[src/rtl/hazard_stall_if.sv]
// Hazard-unit bundle: ID/EX operand info, cache stalls, and stall/flush/freeze controls.
// Counter outputs exist only when HAZ_PERF_EN is defined.
interface hazard_stall_if #(
  parameter int unsigned REG_AW = 5
`ifdef HAZ_PERF_EN
  , parameter int unsigned CNT_W = 32
`endif
);
  logic [REG_AW-1:0] id_rs;
  logic [REG_AW-1:0] id_rt;
  logic              id_uses_rt;
  logic              id_is_branch;
  logic              ex_memread;
  logic              ex_regwrite;
  logic [REG_AW-1:0] ex_rd;
  logic              branch_taken;
  logic              icache_stall;
  logic              dcache_stall;
  logic              pc_hold;
  logic              ifid_hold;
  logic              idex_bubble;
  logic              ifid_flush;
  logic              pipe_freeze;
`ifdef HAZ_PERF_EN
  logic [CNT_W-1:0]  stall_cnt;
  logic [CNT_W-1:0]  freeze_cnt;

  modport master (
    output id_rs, id_rt, id_uses_rt, id_is_branch, ex_memread, ex_regwrite, ex_rd,
           branch_taken, icache_stall, dcache_stall,
    input  pc_hold, ifid_hold, idex_bubble, ifid_flush, pipe_freeze, stall_cnt, freeze_cnt
  );
  modport slave (
    input  id_rs, id_rt, id_uses_rt, id_is_branch, ex_memread, ex_regwrite, ex_rd,
           branch_taken, icache_stall, dcache_stall,
    output pc_hold, ifid_hold, idex_bubble, ifid_flush, pipe_freeze, stall_cnt, freeze_cnt
  );
`else
  modport master (
    output id_rs, id_rt, id_uses_rt, id_is_branch, ex_memread, ex_regwrite, ex_rd,
           branch_taken, icache_stall, dcache_stall,
    input  pc_hold, ifid_hold, idex_bubble, ifid_flush, pipe_freeze
  );
  modport slave (
    input  id_rs, id_rt, id_uses_rt, id_is_branch, ex_memread, ex_regwrite, ex_rd,
           branch_taken, icache_stall, dcache_stall,
    output pc_hold, ifid_hold, idex_bubble, ifid_flush, pipe_freeze
  );
`endif
endinterface

[src/rtl/hazard_stall_ctrl.sv]
// MIPS stall/flush control: load-use and branch-in-ID hazards, cache-miss freeze.
// Optional saturating stall/freeze perf counters under HAZ_PERF_EN.
module hazard_stall_ctrl #(
  parameter int unsigned REG_AW      = 5,
  parameter int unsigned LD_BR_STALL = 2
`ifdef HAZ_PERF_EN
  , parameter int unsigned CNT_W     = 32
`endif
) (
  input logic         clk,
  input logic         rst_n,
  hazard_stall_if.slave bus
);

  typedef enum logic [1:0] {RUN, STALL, FREEZE} state_t;

  localparam logic [REG_AW-1:0] ZERO_REG  = '0;
  localparam logic [1:0]        LD_BR_REM = 2'(LD_BR_STALL - 1);

  state_t     state, stateNext, ret, retNext, effState;
  logic [1:0] rem, remNext;
  logic       cacheStall, match, ldBrHaz, singleHaz;
  logic       stallC, flushC, freezeC;

  assign cacheStall = bus.icache_stall | bus.dcache_stall;
  assign match      = (bus.ex_rd != ZERO_REG) &&
                      ((bus.ex_rd == bus.id_rs) || (bus.id_uses_rt && (bus.ex_rd == bus.id_rt)));
  assign ldBrHaz    = bus.id_is_branch && bus.ex_memread && match;
  assign singleHaz  = match && (bus.ex_memread || (bus.id_is_branch && bus.ex_regwrite));

  always_ff @(posedge clk or negedge rst_n) begin
    if (!rst_n) begin
      state <= RUN;
      ret   <= RUN;
      rem   <= 2'd0;
    end else begin
      state <= stateNext;
      ret   <= retNext;
      rem   <= remNext;
    end
  end

  // Leaving FREEZE behaves exactly like the saved state in that same cycle.
  always_comb begin
    stateNext = state;
    retNext   = ret;
    remNext   = rem;
    stallC    = 1'b0;
    flushC    = 1'b0;
    freezeC   = 1'b0;
    effState  = (state == FREEZE) ? ret : state;
    if (cacheStall) begin
      freezeC   = 1'b1;
      stateNext = FREEZE;
      if (state != FREEZE) retNext = (state == STALL) ? STALL : RUN;
    end else begin
      case (effState)
        STALL: begin
          stallC    = 1'b1;
          remNext   = (rem != 2'd0) ? rem - 2'd1 : 2'd0;
          stateNext = (rem > 2'd1) ? STALL : RUN;
        end
        default: begin
          stateNext = RUN;
          if (ldBrHaz) begin
            stallC    = 1'b1;
            remNext   = LD_BR_REM;
            stateNext = (LD_BR_REM != 2'd0) ? STALL : RUN;
          end else if (singleHaz) begin
            stallC  = 1'b1;
            remNext = 2'd0;
          end else if (bus.branch_taken) begin
            flushC = 1'b1;
          end
        end
      endcase
    end
  end

  // Outputs are combinational and forced low while reset is held.
  assign bus.pc_hold     = rst_n & stallC;
  assign bus.ifid_hold   = rst_n & stallC;
  assign bus.idex_bubble = rst_n & stallC;
  assign bus.ifid_flush  = rst_n & flushC;
  assign bus.pipe_freeze = rst_n & freezeC;

`ifdef HAZ_PERF_EN
  logic [CNT_W-1:0] stallCnt, freezeCnt;

  always_ff @(posedge clk or negedge rst_n) begin
    if (!rst_n) begin
      stallCnt  <= '0;
      freezeCnt <= '0;
    end else begin
      if (stallC && (stallCnt != '1))   stallCnt  <= stallCnt + CNT_W'(1);
      if (freezeC && (freezeCnt != '1)) freezeCnt <= freezeCnt + CNT_W'(1);
    end
  end

  assign bus.stall_cnt  = stallCnt;
  assign bus.freeze_cnt = freezeCnt;
`endif

endmodule

[src/flat_wrapper.sv]
// flat-port wrapper written by rule: the top's interface ports become plain ports
module hazard_stall_ctrl_flat 
#(
  parameter int unsigned REG_AW      = 5,
  parameter int unsigned LD_BR_STALL = 2

)
  (clk, rst_n, bus_id_rs, bus_id_rt, bus_id_uses_rt, bus_id_is_branch, bus_ex_memread, bus_ex_regwrite, bus_ex_rd, bus_branch_taken, bus_icache_stall, bus_dcache_stall, bus_pc_hold, bus_ifid_hold, bus_idex_bubble, bus_ifid_flush, bus_pipe_freeze);
  hazard_stall_if #(.REG_AW(REG_AW)) bus_i ();
  input logic clk;
  input logic rst_n;
  input wire logic [$bits(bus_i.id_rs)-1:0] bus_id_rs;
  input wire logic [$bits(bus_i.id_rt)-1:0] bus_id_rt;
  input wire logic [$bits(bus_i.id_uses_rt)-1:0] bus_id_uses_rt;
  input wire logic [$bits(bus_i.id_is_branch)-1:0] bus_id_is_branch;
  input wire logic [$bits(bus_i.ex_memread)-1:0] bus_ex_memread;
  input wire logic [$bits(bus_i.ex_regwrite)-1:0] bus_ex_regwrite;
  input wire logic [$bits(bus_i.ex_rd)-1:0] bus_ex_rd;
  input wire logic [$bits(bus_i.branch_taken)-1:0] bus_branch_taken;
  input wire logic [$bits(bus_i.icache_stall)-1:0] bus_icache_stall;
  input wire logic [$bits(bus_i.dcache_stall)-1:0] bus_dcache_stall;
  output wire logic [$bits(bus_i.pc_hold)-1:0] bus_pc_hold;
  output wire logic [$bits(bus_i.ifid_hold)-1:0] bus_ifid_hold;
  output wire logic [$bits(bus_i.idex_bubble)-1:0] bus_idex_bubble;
  output wire logic [$bits(bus_i.ifid_flush)-1:0] bus_ifid_flush;
  output wire logic [$bits(bus_i.pipe_freeze)-1:0] bus_pipe_freeze;
  assign bus_i.id_rs = bus_id_rs;
  assign bus_i.id_rt = bus_id_rt;
  assign bus_i.id_uses_rt = bus_id_uses_rt;
  assign bus_i.id_is_branch = bus_id_is_branch;
  assign bus_i.ex_memread = bus_ex_memread;
  assign bus_i.ex_regwrite = bus_ex_regwrite;
  assign bus_i.ex_rd = bus_ex_rd;
  assign bus_i.branch_taken = bus_branch_taken;
  assign bus_i.icache_stall = bus_icache_stall;
  assign bus_i.dcache_stall = bus_dcache_stall;
  assign bus_pc_hold = bus_i.pc_hold;
  assign bus_ifid_hold = bus_i.ifid_hold;
  assign bus_idex_bubble = bus_i.idex_bubble;
  assign bus_ifid_flush = bus_i.ifid_flush;
  assign bus_pipe_freeze = bus_i.pipe_freeze;
  hazard_stall_ctrl #(.REG_AW(REG_AW), .LD_BR_STALL(LD_BR_STALL)) u_core (.clk(clk), .rst_n(rst_n), .bus(bus_i));
endmodule
[config.mk]
export PLATFORM = sky130hd
export DESIGN_NAME = hazard_stall_ctrl_flat
export DESIGN_NICKNAME = d
export VERILOG_FILES = /design/src/rtl/hazard_stall_if.sv /design/src/rtl/hazard_stall_ctrl.sv /design/src/flat_wrapper.sv
export SDC_FILE = /design/constraint.sdc
export NUM_CORES = 1
export LEC_CHECK = 0
export ABC_CLOCK_PERIOD_IN_PS = 2000
export BUFFER_PORTS_ARGS = -buffer_cell sky130_fd_sc_hd__buf_4
export CORE_MARGIN = 2
export CORE_UTILIZATION = 26
export DETAILED_ROUTE_END_ITERATION = 10
export GPL_TIMING_DRIVEN = 0
export PLACE_DENSITY = 0.52
export SYNTH_ARGS = -nofsm -noshare
export SYNTH_HDL_FRONTEND = slang
export SYNTH_SLANG_ARGS = --single-unit
[constraint.sdc]
create_clock -name clk -period 2 [get_ports clk]
set_input_delay 0.1 -clock clk [delete_from_list [all_inputs] [get_ports clk]]
set_output_delay 0.1 -clock clk [all_outputs]
set_load 0.03 [all_outputs]
==> reports/metrics.json <==
{
  "cts_num_sinks": 5,
  "drive_above_1_share_pct": 42.17,
  "clock_buffer_depth": 2,
  "area_delta_synth_final_pct": 61.03,
  "cts-htree-levels": 1,
  "reg2regPathDepth": 5,
  "timing.final.crit_share_pct": 86.50,
  "mappedNetlistNets": 74,
  "multi_input_area_sq_um": 292.8,
  "synth.yosys.seq_area_share_pct": 28.65,
  "async_reset_ff_share_pct": 100.0,
  "fin_crit_ns": 1.730,
  "clock-root-buffer": "clkbuf_4",
  "most_common_cell_after_layout_fill_and_taps_aside": "buf_4",
  "seq_area_sq_um": 125.1,
  "antenna_left": 0,
  "cts_tree": "yes",
  "dieArea_sq_um": 2023,
  "die_width_um": 44.98,
  "inserted_clock_buffers": 3,
  "yosysWarningCount": 0,
  "io_pins": 29,
  "cell_internal_pwr_w": 0.0002437,
  "rsz0062_at_grt": "false",
  "drt_drc_violations_left": 0,
  "final.hold.worst_slack_ns": 0.2087,
  "timing.final.max_slew_violations": 0,
  "worst_ep_arrival_time_ns": 1.63,
  "relative_slew_margins_pct": 70.23,
  "post_detailed_placement_half_perimeter_wirelength_um": 893.9,
  "outcome": "complete, no violations",
  "power_switching_w": 0.00008806,
  "grt_pass1_vias": 433,
  "placementRows": 14,
  "power.ir.vdd_worst_uv": 302.0,
  "vias_per_cell": 4.626,
  "detail_route.first_pass.iterations": 2,
  "timing.reg2reg.setup_slack_ns": 0.45,
  "routed_wire_length_per_instance_um": 10.31,
  "io_buffer_count": 28,
  "power.density_nw_per_um2": 471.9,
  "post_synth_instance_area_sq_um": 436.7,
  "synthDistinctLibCells": 23,
  "initial_core_utilization_pct": 28.33,
  "finalSetupViolations": 0,
  "total_power_draw_w": 0.0003318,
  "worst_slew_pin_slew_ns": 0.4456,
  "setup_total_negative_slack_ns": 0,
  "final_hold_vios": 0,
  "worst_r2r_startpoint": "u_core.state[1]",
  "synth_cells": 50,
  "post_cts_repair_setup_buffers": 0,
  "gp_congestion": 0.7096,
  "critical_path_required_ns": 1.90,
  "grt_usage_pct": 11.63,
  "switching_share_pct": 26.54,
  "critical_path_class": "reg2out",
  "cap_viol_max_count": 0,
  "finalCoreUtilization_pct": 45.62,
  "ys_dominant_reg_cell": "dfrtp_1",
  "clock_insertion_delay_worst_skew_ns": 0.24,
  "wirelength_um": 1021,
  "cp-startpoint": "u_core.state[1]",
  "grt.overflow.total": 0,
  "antenna_violations_before_repair": 0,
  "worst_setup_path_start_kind": "flip-flop",
  "timing.clock.skew_ns": 0.0003426,
  "element_type_at_the_critical_path_end": "primary output",
  "n_antenna_cell": 0,
  "maxClockFrequency_mhz": 578.0,
  "placeableCoreArea_sq_um": 1541,
  "ys_seq_elements": 5,
  "maximum_number_of_pins_on_one_net_before_global_route_repair": 9,
  "avgSynthCellArea_sq_um": 8.733,
  "grt_pass1_wl_um": 1738,
  "worst_setup_hold_path_clk_slew_ns": 0.04,
  "synth_edf_count": 0,
  "design.final.nets": 108,
  "clock_power_share_pct": 35.1,
  "die_y_um": 44.98,
  "most_frequent_cells_in_the_layout": "buf_4 (30), xnor2_1 (8), dfrtp_1 (5)",
  "fillCellCount": 159,
  "worstPathMaxFanout": 7,
  "power.leakage_nw": 0.3258,
  "vias_after_detailed_routing": 458,
  "comb_power_share_pct": 31.4,
  "seqPwrFrac_pct": 33.6,
  "worst_r2r_endpoint": "u_core.rem[0]",
  "drtIter0Drc": 2,
  "worst_hold_path_type": "in2async"
}
flip-flops by register name (all words and copies together) (netlist names):
signal and count:
u_core.ret 1, u_core.rem 2, u_core.state 2
cell type report:
| type | count | area share [%] |
|---|---|---|
| inverters | 1 | 0.5338 |
| multi-input cells | 42 | 41.64 |
| flip-flops and latches | 5 | 17.79 |
| clock buffers | 4 | 3.737 |
| repair buffers | 29 | 31.32 |
| plain buffers | 2 | 2.135 |
| well taps | 16 | 2.847 |
power by group through the flow:
stage	Clock (W)	Combinational (W)	Sequential, W
floorplan	0	0.0000517	0.000112
global placement	0	0.000103	0.000113
finish	0.000116	0.000104	0.000111
CTS	0.000120	0.000105	0.000111
detailed placement	0	0.000103	0.000113
global route	0.000131	0.000115	0.000112
routing by layer:
layer	GRT usage, %	vias up	share of wire [%]
li1	-	242	-
met1	14.99	211	48
met2	18.57	5	50
met3	4.800	0	1.9
met4	1.765	0	0
met5	0	-	0
cells in the mapped netlist, types with 2 or more instances:
cell | n | area (sq um)
and2_1 | 2 | 12.51
nand3_1 | 3 | 15.01
xnor2_1 | 8 | 70.07
and3_1 | 3 | 18.77
o21ai_0 | 3 | 15.01
nand2_1 | 3 | 11.26
nor2_1 | 2 | 7.510
nor3_1 | 2 | 10.01
buf_4 | 2 | 15.01
nand2b_1 | 2 | 12.51
a21oi_1 | 2 | 10.01
a31oi_1 | 2 | 12.51
dfrtp_1 | 5 | 125.1
xor2_1 | 2 | 17.52
cells by family after synthesis:
| logic type | count (synthesis) | share of synthesized area [%] |
|---|---|---|
| and+or+nand+nor | 20 | 24.64 |
| AOI/OAI and AO/OA | 12 | 22.35 |
| xor gates and xnor gates | 10 | 20.06 |
| DFF | 5 | 28.65 |
| buffers and inverters | 3 | 4.296 |
what timing repair did:
| item | in CTS | in global routing |
|---|---|---|
| hold endpoints to repair | 5 | 0 |
| resized for setup | 0 | 0 |
| hold buffers | 1 | 0 |
worst max path at each step:
stage | end | depth (start not counted)
after floorplan | bus_ifid_hold | 6
after global placement | bus_pc_hold | 8
after detailed placement | bus_ifid_hold | 8
after CTS | bus_ifid_hold | 5
after global routing | bus_ifid_hold | 5
final | bus_ifid_hold | 5
worst max-delay path: stages (launching register included):
cell and delay, ns:
dfrtp_1 0.36, nor2b_1 0.14, a21boi_1 0.39, a21oi_1 0.18, buf_4 0.17, buf_4 0.16
per-stage QoR:
step	area (sq um)	worst slack (ns)	cells
6_report	703.2	0.2699	99
5_1_grt	703.2	0.1038	99
4_1_cts	703.2	0.2548	99
3_5_place_dp	666.9	0.3254	94
3_3_place_gp	666.9	0.3621	94
2_1_floorplan	436.7	0.2424	50
No activity file was read; power rests on OpenSTA's default activity.
